[config.mk]
export PLATFORM = sky130hd
export DESIGN_NAME = dram_addr_mapper_flat
export DESIGN_NICKNAME = d
export VERILOG_FILES = /design/src/rtl/dram_pkg.sv /design/src/rtl/dram_addr_mapper_if.sv /design/src/rtl/dram_open_row_table.sv /design/src/rtl/dram_addr_mapper.sv /design/src/flat_wrapper.sv
export SDC_FILE = /design/constraint.sdc
export NUM_CORES = 1
export LEC_CHECK = 0
export ABC_AREA = 1
export BUFFER_PORTS_ARGS = -buffer_cell sky130_fd_sc_hd__buf_2
export CAP_MARGIN = 20
export CELL_PAD_IN_SITES_DETAIL_PLACEMENT = 1
export CELL_PAD_IN_SITES_GLOBAL_PLACEMENT = 1
export CORE_MARGIN = 4
export CORE_UTILIZATION = 47
export DETAILED_ROUTE_END_ITERATION = 16
export PLACE_DENSITY_LB_ADDON = 0.08
export REMOVE_ABC_BUFFERS = 1
export SYNTH_ARGS = -nofsm -noshare
export SYNTH_HDL_FRONTEND = slang
export SYNTH_SLANG_ARGS = --single-unit
[constraint.sdc]
create_clock -name clk -period 3.7 [get_ports clk]
set_input_delay 0 -clock clk [delete_from_list [all_inputs] [get_ports clk]]
set_output_delay 0 -clock clk [all_outputs]
set_load 0.005 [all_outputs]
[src/rtl/dram_pkg.sv]
// Shared types and constants for the DRAM address mapper.
package dram_pkg;

  // Classification of a request against the open-row state of its bank.
  typedef enum logic [1:0] {
    ROW_EMPTY = 2'd0,
    ROW_HIT   = 2'd1,
    ROW_MISS  = 2'd2
  } row_state_e;

  // Address mapping modes. Encoding 3 is decoded as MAP_BRC.
  localparam logic [1:0] MAP_BRC = 2'd0;  // bank:row:col
  localparam logic [1:0] MAP_RBC = 2'd1;  // row:bank:col
  localparam logic [1:0] MAP_XOR = 2'd2;  // bank:row:col, bank XOR-hashed with row

endpackage

[src/rtl/dram_addr_mapper_if.sv]
// Request and decoded-output buses of the DRAM address mapper.
// The master side drives requests and sinks decoded results; the slave
// side is the mapper itself.
interface dram_addr_mapper_if #(
  parameter int ADDR_WIDTH = 13,
  parameter int BANK_W     = 3,
  parameter int ROW_W      = 7,
  parameter int COL_W      = 3
);

  // Request side (from L2)
  logic                  req_valid;
  logic                  req_ready;
  logic [ADDR_WIDTH-1:0] l2_req_address;

  // Decoded side (to the command scheduler)
  logic                  out_valid;
  logic                  out_ready;
  logic [BANK_W-1:0]     bank_id;
  logic [ROW_W-1:0]      row_id;
  logic [COL_W-1:0]      col_id;
  logic [1:0]            row_state;
  logic [ROW_W-1:0]      prev_row;
  logic                  addr_err;

  modport master (
    output req_valid, l2_req_address, out_ready,
    input  req_ready, out_valid, bank_id, row_id, col_id,
           row_state, prev_row, addr_err
  );

  modport slave (
    input  req_valid, l2_req_address, out_ready,
    output req_ready, out_valid, bank_id, row_id, col_id,
           row_state, prev_row, addr_err
  );

endinterface

[src/rtl/dram_open_row_table.sv]
// Per-bank open-row table. The lookup port already reflects a precharge
// presented in the same cycle, so a request racing a precharge of its own
// bank sees the bank as closed. A write in the same cycle as a precharge of
// the same bank wins, leaving the freshly opened row valid.
module dram_open_row_table #(
  parameter  int NUM_OF_BANKS = 8,
  parameter  int ROW_W        = 7,
  localparam int BANK_W       = $clog2(NUM_OF_BANKS)
) (
  input  logic              clk,
  input  logic              rst,
  // lookup
  input  logic [BANK_W-1:0] lookup_bank,
  output logic              lookup_valid,
  output logic [ROW_W-1:0]  lookup_row,
  // write (row opened by an accepted request)
  input  logic              wr_en,
  input  logic [BANK_W-1:0] wr_bank,
  input  logic [ROW_W-1:0]  wr_row,
  // precharge
  input  logic              pre_valid,
  input  logic              pre_all,
  input  logic [BANK_W-1:0] pre_bank
);

  logic [NUM_OF_BANKS-1:0] valid_q;
  logic [ROW_W-1:0]        row_q [NUM_OF_BANKS];
  logic                    pre_hits_lookup;

  assign pre_hits_lookup = pre_valid && (pre_all || (pre_bank == lookup_bank));
  assign lookup_valid    = valid_q[lookup_bank] && !pre_hits_lookup;
  assign lookup_row      = row_q[lookup_bank];

  // Valid bits: precharge clears, a same-cycle write to the bank re-sets.
  // NOTE: state is written with <= so every bit reads the pre-edge value;
  // the later write to valid_q[b] in the same pass intentionally overrides.
  always_ff @(posedge clk) begin
    if (rst) begin
      valid_q <= '0;
    end else begin
      for (int b = 0; b < NUM_OF_BANKS; b++) begin
        if (pre_valid && (pre_all || (pre_bank == BANK_W'(b)))) valid_q[b] <= 1'b0;
        if (wr_en && (wr_bank == BANK_W'(b)))                    valid_q[b] <= 1'b1;
      end
    end
  end

  // Row storage, written on every accepted request.
  // NOTE: the row array has no reset; its contents are only ever read
  // when the matching valid bit is set, and valid_q is reset.
  always_ff @(posedge clk) begin
    if (wr_en) row_q[wr_bank] <= wr_row;
  end

endmodule

[src/rtl/dram_addr_mapper.sv]
// DRAM address mapper: splits an L2 request address into bank/row/col
// according to map_mode, classifies it against the open-row table and
// presents the result one cycle later behind a valid/ready register.
module dram_addr_mapper
  import dram_pkg::*;
#(
  parameter  int ADDR_WIDTH   = 13,
  parameter  int NUM_OF_BANKS = 8,
  parameter  int NUM_OF_ROWS  = 128,
  parameter  int NUM_OF_COLS  = 8,
  localparam int BANK_W       = $clog2(NUM_OF_BANKS),
  localparam int ROW_W        = $clog2(NUM_OF_ROWS),
  localparam int COL_W        = $clog2(NUM_OF_COLS),
  localparam int USED_W       = BANK_W + ROW_W + COL_W
) (
  input  logic                clk,
  input  logic                rst,
  input  logic [1:0]          map_mode,
  input  logic                pre_valid,
  input  logic                pre_all,
  input  logic [BANK_W-1:0]   pre_bank,
  dram_addr_mapper_if.slave   bus
);

  logic              accept;
  logic              out_valid_q;

  logic [BANK_W-1:0] bank_raw;
  logic [BANK_W-1:0] bank_d;
  logic [ROW_W-1:0]  row_d;
  logic [COL_W-1:0]  col_d;
  logic              addr_err_d;

  logic              lk_valid;
  logic [ROW_W-1:0]  lk_row;
  row_state_e        state_d;
  logic [ROW_W-1:0]  prev_d;

  logic [BANK_W-1:0] bank_q;
  logic [ROW_W-1:0]  row_q;
  logic [COL_W-1:0]  col_q;
  row_state_e        state_q;
  logic [ROW_W-1:0]  prev_q;
  logic              addr_err_q;

  // A new request can enter whenever the output slot is empty or draining.
  assign bus.req_ready = !out_valid_q || bus.out_ready;
  assign accept        = bus.req_valid && bus.req_ready;

  // Field extraction for the selected mapping mode.
  // NOTE: every always_comb output gets a default first so no path can
  // infer a latch.
  always_comb begin
    col_d    = bus.l2_req_address[COL_W-1:0];
    row_d    = bus.l2_req_address[COL_W +: ROW_W];
    bank_raw = bus.l2_req_address[COL_W+ROW_W +: BANK_W];
    bank_d   = bank_raw;
    case (map_mode)
      MAP_RBC: begin
        bank_d = bus.l2_req_address[COL_W +: BANK_W];
        row_d  = bus.l2_req_address[COL_W+BANK_W +: ROW_W];
      end
      MAP_XOR: bank_d = bank_raw ^ row_d[BANK_W-1:0];
      default: ;
    endcase
  end

  // Upper address bits beyond the mapped fields flag an out-of-range request.
  if (USED_W < ADDR_WIDTH) begin : g_addr_err
    assign addr_err_d = |bus.l2_req_address[ADDR_WIDTH-1:USED_W];
  end else begin : g_no_addr_err
    assign addr_err_d = 1'b0;
  end

  dram_open_row_table #(
    .NUM_OF_BANKS (NUM_OF_BANKS),
    .ROW_W        (ROW_W)
  ) u_table (
    .clk          (clk),
    .rst          (rst),
    .lookup_bank  (bank_d),
    .lookup_valid (lk_valid),
    .lookup_row   (lk_row),
    .wr_en        (accept),
    .wr_bank      (bank_d),
    .wr_row       (row_d),
    .pre_valid    (pre_valid),
    .pre_all      (pre_all),
    .pre_bank     (pre_bank)
  );

  // Row-buffer classification against the (precharge-adjusted) table entry.
  always_comb begin
    state_d = ROW_EMPTY;
    prev_d  = '0;
    if (lk_valid) begin
      if (lk_row == row_d) begin
        state_d = ROW_HIT;
      end else begin
        state_d = ROW_MISS;
        prev_d  = lk_row;
      end
    end
  end

  // Output register: load on accept, drop valid once consumed, hold otherwise.
  always_ff @(posedge clk) begin
    if (rst) begin
      out_valid_q <= 1'b0;
      bank_q      <= '0;
      row_q       <= '0;
      col_q       <= '0;
      state_q     <= ROW_EMPTY;
      prev_q      <= '0;
      addr_err_q  <= 1'b0;
    end else if (accept) begin
      out_valid_q <= 1'b1;
      bank_q      <= bank_d;
      row_q       <= row_d;
      col_q       <= col_d;
      state_q     <= state_d;
      prev_q      <= prev_d;
      addr_err_q  <= addr_err_d;
    end else if (bus.out_ready) begin
      out_valid_q <= 1'b0;
    end
  end

  assign bus.out_valid = out_valid_q;
  assign bus.bank_id   = bank_q;
  assign bus.row_id    = row_q;
  assign bus.col_id    = col_q;
  assign bus.row_state = state_q;
  assign bus.prev_row  = prev_q;
  assign bus.addr_err  = addr_err_q;

endmodule

[src/flat_wrapper.sv]
// flat-port wrapper written by rule: the top's interface ports become plain ports
module dram_addr_mapper_flat import dram_pkg::*;
#(
  parameter  int ADDR_WIDTH   = 13,
  parameter  int NUM_OF_BANKS = 8,
  parameter  int NUM_OF_ROWS  = 128,
  parameter  int NUM_OF_COLS  = 8,
  localparam int BANK_W       = $clog2(NUM_OF_BANKS),
  localparam int ROW_W        = $clog2(NUM_OF_ROWS),
  localparam int COL_W        = $clog2(NUM_OF_COLS),
  localparam int USED_W       = BANK_W + ROW_W + COL_W
)
  (clk, rst, map_mode, pre_valid, pre_all, pre_bank, bus_req_valid, bus_l2_req_address, bus_out_ready, bus_req_ready, bus_out_valid, bus_bank_id, bus_row_id, bus_col_id, bus_row_state, bus_prev_row, bus_addr_err);
  dram_addr_mapper_if #(.ADDR_WIDTH(ADDR_WIDTH), .BANK_W(3), .ROW_W(7), .COL_W(3)) bus_i ();
  input  logic clk;
  input  logic rst;
  input  logic [1:0] map_mode;
  input  logic pre_valid;
  input  logic pre_all;
  input  logic [BANK_W-1:0] pre_bank;
  input wire logic [$bits(bus_i.req_valid)-1:0] bus_req_valid;
  input wire logic [$bits(bus_i.l2_req_address)-1:0] bus_l2_req_address;
  input wire logic [$bits(bus_i.out_ready)-1:0] bus_out_ready;
  output wire logic [$bits(bus_i.req_ready)-1:0] bus_req_ready;
  output wire logic [$bits(bus_i.out_valid)-1:0] bus_out_valid;
  output wire logic [$bits(bus_i.bank_id)-1:0] bus_bank_id;
  output wire logic [$bits(bus_i.row_id)-1:0] bus_row_id;
  output wire logic [$bits(bus_i.col_id)-1:0] bus_col_id;
  output wire logic [$bits(bus_i.row_state)-1:0] bus_row_state;
  output wire logic [$bits(bus_i.prev_row)-1:0] bus_prev_row;
  output wire logic [$bits(bus_i.addr_err)-1:0] bus_addr_err;
  assign bus_i.req_valid = bus_req_valid;
  assign bus_i.l2_req_address = bus_l2_req_address;
  assign bus_i.out_ready = bus_out_ready;
  assign bus_req_ready = bus_i.req_ready;
  assign bus_out_valid = bus_i.out_valid;
  assign bus_bank_id = bus_i.bank_id;
  assign bus_row_id = bus_i.row_id;
  assign bus_col_id = bus_i.col_id;
  assign bus_row_state = bus_i.row_state;
  assign bus_prev_row = bus_i.prev_row;
  assign bus_addr_err = bus_i.addr_err;
  dram_addr_mapper #(.ADDR_WIDTH(ADDR_WIDTH), .NUM_OF_BANKS(NUM_OF_BANKS), .NUM_OF_ROWS(NUM_OF_ROWS), .NUM_OF_COLS(NUM_OF_COLS)) u_core (.clk(clk), .rst(rst), .map_mode(map_mode), .pre_valid(pre_valid), .pre_all(pre_all), .pre_bank(pre_bank), .bus(bus_i));
endmodule
==> flow_summary.yaml, run 1 <==
timing:
  rsz0062_at_grt: "no"
  worst_slew_pin_slew_ns: 0.902
  fin_crit_sh_pct: 67.5
  max_freq_ghz: 0.400
  period_needed_ns: 2.50
  fin_ws_ns: 1.20
  clock-skew-final_ns: 0.0114
  max_slew_margin_pct: 39.6
  finalMaxSlewViolations: 0
  fin_hold_ws_ns: 0.0336
  setup_violations: 0
  finalHoldViolations: 0
  finalSetupTns_ns: 0
worst_setup_path:
  crit_family: "simple AND/OR/NAND/NOR gates"
  cp_slowest_cell: "nor2_1"
  critPathBufInv: 5
  end_kind: "flop"
  critical_path_class: "input pin to flop"
  critPathMaxStageDelay_ns: 0.63
  cp_max_fo: 11
  start_kind: "input pin"
  cpMostUsedCell: "inv_1"
  path_cells: "buf_2 -> inv_1 -> ha_1 -> inv_2 -> o21ai_0 -> nand2_1 -> nand2_1 -> inv_1 -> nor2_1 -> inv_1 -> nor2_1"
  crit_arrival_ns: 2.49
  cp.required_ns: 3.69
power:
  p_int_mw: 1.61
  vdd_drop_max_uv: 239
  p_leak_nw: 2.14
  switchingPower_mw: 0.653
  power_density_nw_per_um2: 479
  combPwrFrac_pct: 17.3
  p_sw_share_pct: 28.9
  seqPwrFrac_pct: 48.7
  total_power_mw: 2.26
  clkPwrFrac_pct: 34.0
placed_design:
  place_ws_ns: 0.808
  dp_cells: 623
  port_buffers: 47
  place_congestion: 0.841
  place_hpwl_um: 8580
  dpl_cell_area_um2: 4430
floorplan:
  rows: 33
  start_util_pct: 49.3
  die-area_um2: 10400
  die_h_um: 102
  num_io_pins: 49
  die_w_um: 102
  core_area_um2: 8380
drt:
  post_drt_wl_per_cell_um: 18.7
  drc: 0
  drt_iter0_drc: 150
  viasPerCell: 5.24
  firstDrtPassIters: 4
  via_count: 3369
  drt_wl_total_um: 12000
  ant_nets: 0
grt:
  grt_start_max_net_pins: 40
  grt_pass1_wl_um: 19000
  grt_use_total_pct: 24.8
  grt_pass1_vias: 3626
  antenna_found_initial: 0
  grt-ovfl-total: 0
synth:
  seq_area_frac_synth_pct: 55.7
  synth_cell_types: 32
  syn_area_per_cell_um2: 8.56
  yosys.area.top_type_share_pct: 40.7
  synth_ff_type: "edfxtp_1"
  syn-cell-area_um2: 4130
  synth-edff-count: 56
  syn_inst: 483
  synth_area_leaders: "edfxtp_1, dfxtp_1, nand2_1, inv_1, nand3_1"
  ys_seq_elements: 87
  ys_warn_count: 0
  synthArstFlopShare_pct: 0
  synth.largest_area_cell: "edfxtp_1"
clocking:
  cts_root_buf: "clkbuf_8"
  cts_tree: "yes"
  cts.sinks: 87
  cts_inserted_buffers: 9
  clk_latency_ns: 0.37
  htreeDepth: 3
  clk_pin_slew_ns: 0.09
  clockBufferDepth: 2
  cts_setup_buffers: 0
run:
  drv_cap: 0
finish:
  area_growth_syn_to_layout_pct: 14.0
  n_antenna_cell: 0
  fin_cells: 643
  finalCoreUtilization_pct: 56.2
  stdcell_area_um2: 4710
  drive_gt1_share_pct: 18.0
  final_nets: 559
hold_path:
  min_path_type: "input pin to flop"
status:
  status: "complete, no violations"
-- routing by layer --
| metal | track usage, % | wire (µm) | vias to the layer above |
|---|---|---|---|
| met5 | 0 | 0 | - |
| met4 | 7.46 | 163 | 0 |
| met3 | 4.61 | 447 | 15 |
| met2 | 43.8 | 6140 | 56 |
| met1 | 30.9 | 5250 | 1648 |
| li1 | - | - | 1650 |
-- placed cells by master (no fill, tap or decap), drive strengths merged --
cell type and count:
nand2 144, inv 72, edfxtp 56, buf 50, nor2 43, o21ai 41, nand3 34, dfxtp 31
a21oi 22, clkbuf 13, nand3b 6, or2 4, dlygate4sd3 4, a211oi 3, o211ai 3, xor2 3
a22oi 2, ha 2, clkinvlp 2, nand4 1, nor3 1, conb 1
-- worst paths after layout --
| path | start | endpoint | slack [ns] | cells past startpoint |
|---|---|---|---|---|
| max | map_mode[1] | u_core.u_table.row_q[5][5] | 1.20 | 11 |
| max reg2reg | u_core.bus.out_valid | u_core.u_table.row_q[5][5] | 1.65 | 6 |
| min | pre_valid | u_core.u_table.valid_q[6] | 0.03 | 4 |
| min reg2reg | u_core.bus.prev_row[6] | u_core.bus.prev_row[6] | 0.47 | 2 |
-- cells in the mapped netlist (5+ instances only) --
master / n
dfxtp_1: 31
nand2_1: 134
clkbuf_1: 6
nor2_2: 6
inv_2: 5
nand3b_1: 6
o21ai_1: 6
nand3_1: 33
o21ai_0: 31
inv_1: 66
a21oi_1: 22
nand2_2: 8
nor2_1: 36
edfxtp_1: 56
-- timing repair --
item | in CTS | in global routing
hold buffers | 4 | 0
hold endpoints to repair | 4 | 0
resized for setup | 0 | 0
-- kinds of logic after synthesis --
kind of cell,count (synthesis),share of synthesized area [%]
other,1,0.0907
and+or+nand+nor,233,24.8
DFF,87,55.7
AOI/OAI and AO/OA,71,9.44
adders and majority gates,2,0.605
buffers and inverters,86,8.78
xor gates and xnor gates,3,0.636
-- cell type report --
type,instances,area (µm²)
clock buffers,13,224
clock inverters,3,23.8
fillers,1028,3670
inverters,71,267
multi-input cells,310,1470
flip-flops and latches,87,2300
well taps,105,131
repair buffers,54,298
-- state kept, by name, indices dropped and copies added (netlist names) --
name and flops:
u_core.u_table.valid_q 8, u_core.bus.prev_row 7, u_core.bus.row_state 2, u_core.bus.bank_id 3
u_core.bus.out_valid 1, u_core.bus.row_id 7, u_core.bus.col_id 3, u_core.u_table.row_q 56
-- tightest hold or removal path: cells and delay by family --
family / cells / cell delay, ns
buffers and inverters: 1 / 0.15
AOI/OAI and AO/OA: 1 / 0.06
and+or+nand+nor: 2 / 0.15
-- power by group through the flow --
stage               combinational, mW  clock [mW]  sequential [mW]
CTS                             0.389       0.778             1.10
finish                          0.390       0.768             1.10
global placement                0.368           0             1.12
global route                    0.436       0.822             1.10
detailed placement              0.381           0             1.12
floorplan                       0.239           0             1.12
Power figures use the tool's default switching activity.
==> run 2, diff against run 1 <==
CORE_UTILIZATION = 39   (was 47)
clock period = 2.1 ns   (was 3.7 ns; I/O delays follow)
==> run 2 against run 1 <==
Routed wire length is 0.86% lower. Utilization decreased by 6.9 points. Non-clock buffer count increased by 47. Critical path depth up 9. First-iteration DRC count increased by 30%. Via count up 3.4%. Sequential share of layout area fell by 3.6 points. Clock-buffer cell count decreased by 4. Cell count is 12% higher. Design area increased by 8.0%. Sequential power is 76% higher. Worst hold slack worse by 0.012 ns.
==> flow_summary.yaml, run 2 (same netlist as run 1, synthesis figures left out) <==
status:
  status: "complete, no violations"
worst_setup_path:
  critPathMaxStageDelay_ns: 0.34
  path_cells: "buf_2 -> inv_1 -> ha_1 -> inv_2 -> nand2_2 -> o21ai_1 -> nand2_2 -> buf_12 -> nand2_1 -> nand2_1 -> nand2_1 -> nand3_1 -> nand2_1 -> nand2_1 -> nand2_1 -> nand2_1 -> nor2_2 -> nand2_4 -> nand3_1 -> a21oi_1"
  critPathBufInv: 4
  critical_path_class: "input pin to flop"
  crit_family: "simple AND/OR/NAND/NOR gates"
  crit_arrival_ns: 2.07
  cp_max_fo: 15
  cp.required_ns: 2.33
  cpMostUsedCell: "nand2_1"
  cp_slowest_cell: "ha_1"
  end_kind: "flop"
  start_kind: "input pin"
clocking:
  clk_latency_ns: 0.36
  cts_setup_buffers: 0
  cts_resized: 0
  cts.sinks: 87
  cts_root_buf: "clkbuf_8"
  htreeDepth: 3
  clockBufferDepth: 2
  clk_pin_slew_ns: 0.09
  cts_inserted_buffers: 9
  cts_tree: "yes"
floorplan:
  die-area_um2: 12300
  die_w_um: 111
  die_h_um: 111
  start_util_pct: 40.0
  core_area_um2: 10300
  num_io_pins: 49
  rows: 37
placed_design:
  place_congestion: 0.842
  place_hpwl_um: 8950
  port_buffers: 47
  dp_cells: 701
finish:
  most-common-layout-cells: "nand2_1, inv_1, edfxtp_1"
  largest_reg_flops: 56
  n_antenna_cell: 0
  fin_cells: 721
  reg.largest.list: "u_core.u_table.row_q (56), u_core.u_table.valid_q (8)"
  drive_gt1_share_pct: 24.6
  final_nets: 606
  layout_commonest_cell: "nand2_1"
  largest_register: "u_core.u_table.row_q"
  area_growth_syn_to_layout_pct: 23.2
grt:
  antenna_found_initial: 0
  grt_pass1_wl_um: 19100
  grt_use_total_pct: 20.1
  grt_pass1_vias: 3587
  grt_start_max_net_pins: 32
  grt-ovfl-total: 0
timing:
  fin_hold_ws_ns: 0.0220
  period_needed_ns: 1.83
  fin_crit_sh_pct: 87.3
  max_slew_margin_pct: 51.9
  finalSetupTns_ns: 0
  rsz0062_at_grt: "no"
  max_freq_ghz: 0.545
  setup_violations: 0
  finalHoldViolations: 0
  clock-skew-final_ns: 0.00672
  finalMaxSlewViolations: 0
  worst_slew_pin_slew_ns: 0.713
drt:
  firstDrtPassIters: 5
  viasPerCell: 4.83
  ant_nets: 0
  drc: 0
  drt_wl_total_um: 11900
  drt_iter0_drc: 195
  via_count: 3485
  post_drt_wl_per_cell_um: 16.5
run:
  drv_cap: 0
power:
  vdd_drop_max_uv: 406
  p_leak_nw: 2.37
  power_density_nw_per_um2: 771
hold_path:
  min_path_type: "input pin to flop"
run 2: cell types whose count changed in the layout (fill, tap and decap cells not counted), sizes merged:
cell    before  now
buf         50   97
clkinv       0    3
bufinv       0    1
clkbuf      13    9
run 2: power breakdown:
part / switching (mW) / internal (mW) / total, mW / leakage, nW
registers: 0.0274 / 1.91 / 1.94 / 0.761
clock network: 0.619 / 0.551 / 1.17 / 0.0956
logic: 0.498 / 0.321 / 0.819 / 1.51
run 2: layout make-up:
type,count,area [µm²]
Sequential cell,87,2300
Multi-Input combinational cell,310,1470
Clock buffer,9,124
Clock inverter,7,72.6
Timing Repair Buffer,101,688
Tap cell,136,170
Fill cell,1285,5230
Inverter,71,267
run 2: worst reg2reg max path, stage by stage (launching register included):
cell and delay, ns:
dfxtp_1 0.32, nand2_1 0.11, nand2_1 0.20, nor2_1 0.20, inv_1 0.11, nor2_1 0.33
buf_4 0.22
run 2: metal layers:
metal	vias up	part of all wire, %	global-route usage [%]
met1	1682	46	26.8
met5	-	0	0
met2	40	49	34.2
met3	11	3.3	3.17
met4	0	1.4	5.50
li1	1752	-	-
run 2: per-stage QoR:
stage	area, µm²	setup slack, ns	total power [mW]	util (%)
floorplan	4040	-0.0504	2.39	-
global placement	4860	-0.102	2.77	47.0
detailed placement	4860	-0.146	2.79	47.0
CTS	5090	0.249	3.98	49.3
global route	5090	0.000324	4.15	49.3
finish	5090	0.266	3.92	49.3
run 2: worst paths after layout:
path	slack [ns]	endpoint	cells after the start	startpoint
worst max-delay path	0.27	u_core.bus.prev_row[3]	20	map_mode[0]
worst min-delay path	0.02	u_core.u_table.valid_q[4]	4	pre_valid
worst max register to register	0.35	u_core.u_table.row_q[4][6]	6	u_core.bus.out_valid
worst min register to register	0.48	u_core.bus.col_id[1]	2	u_core.bus.col_id[1]
run 2: what timing repair did:
item / CTS / global route
endpoints found under the hold margin: 4 / 0
endpoints found under the setup margin: 0 / 0
hold buffers: 4 / 0
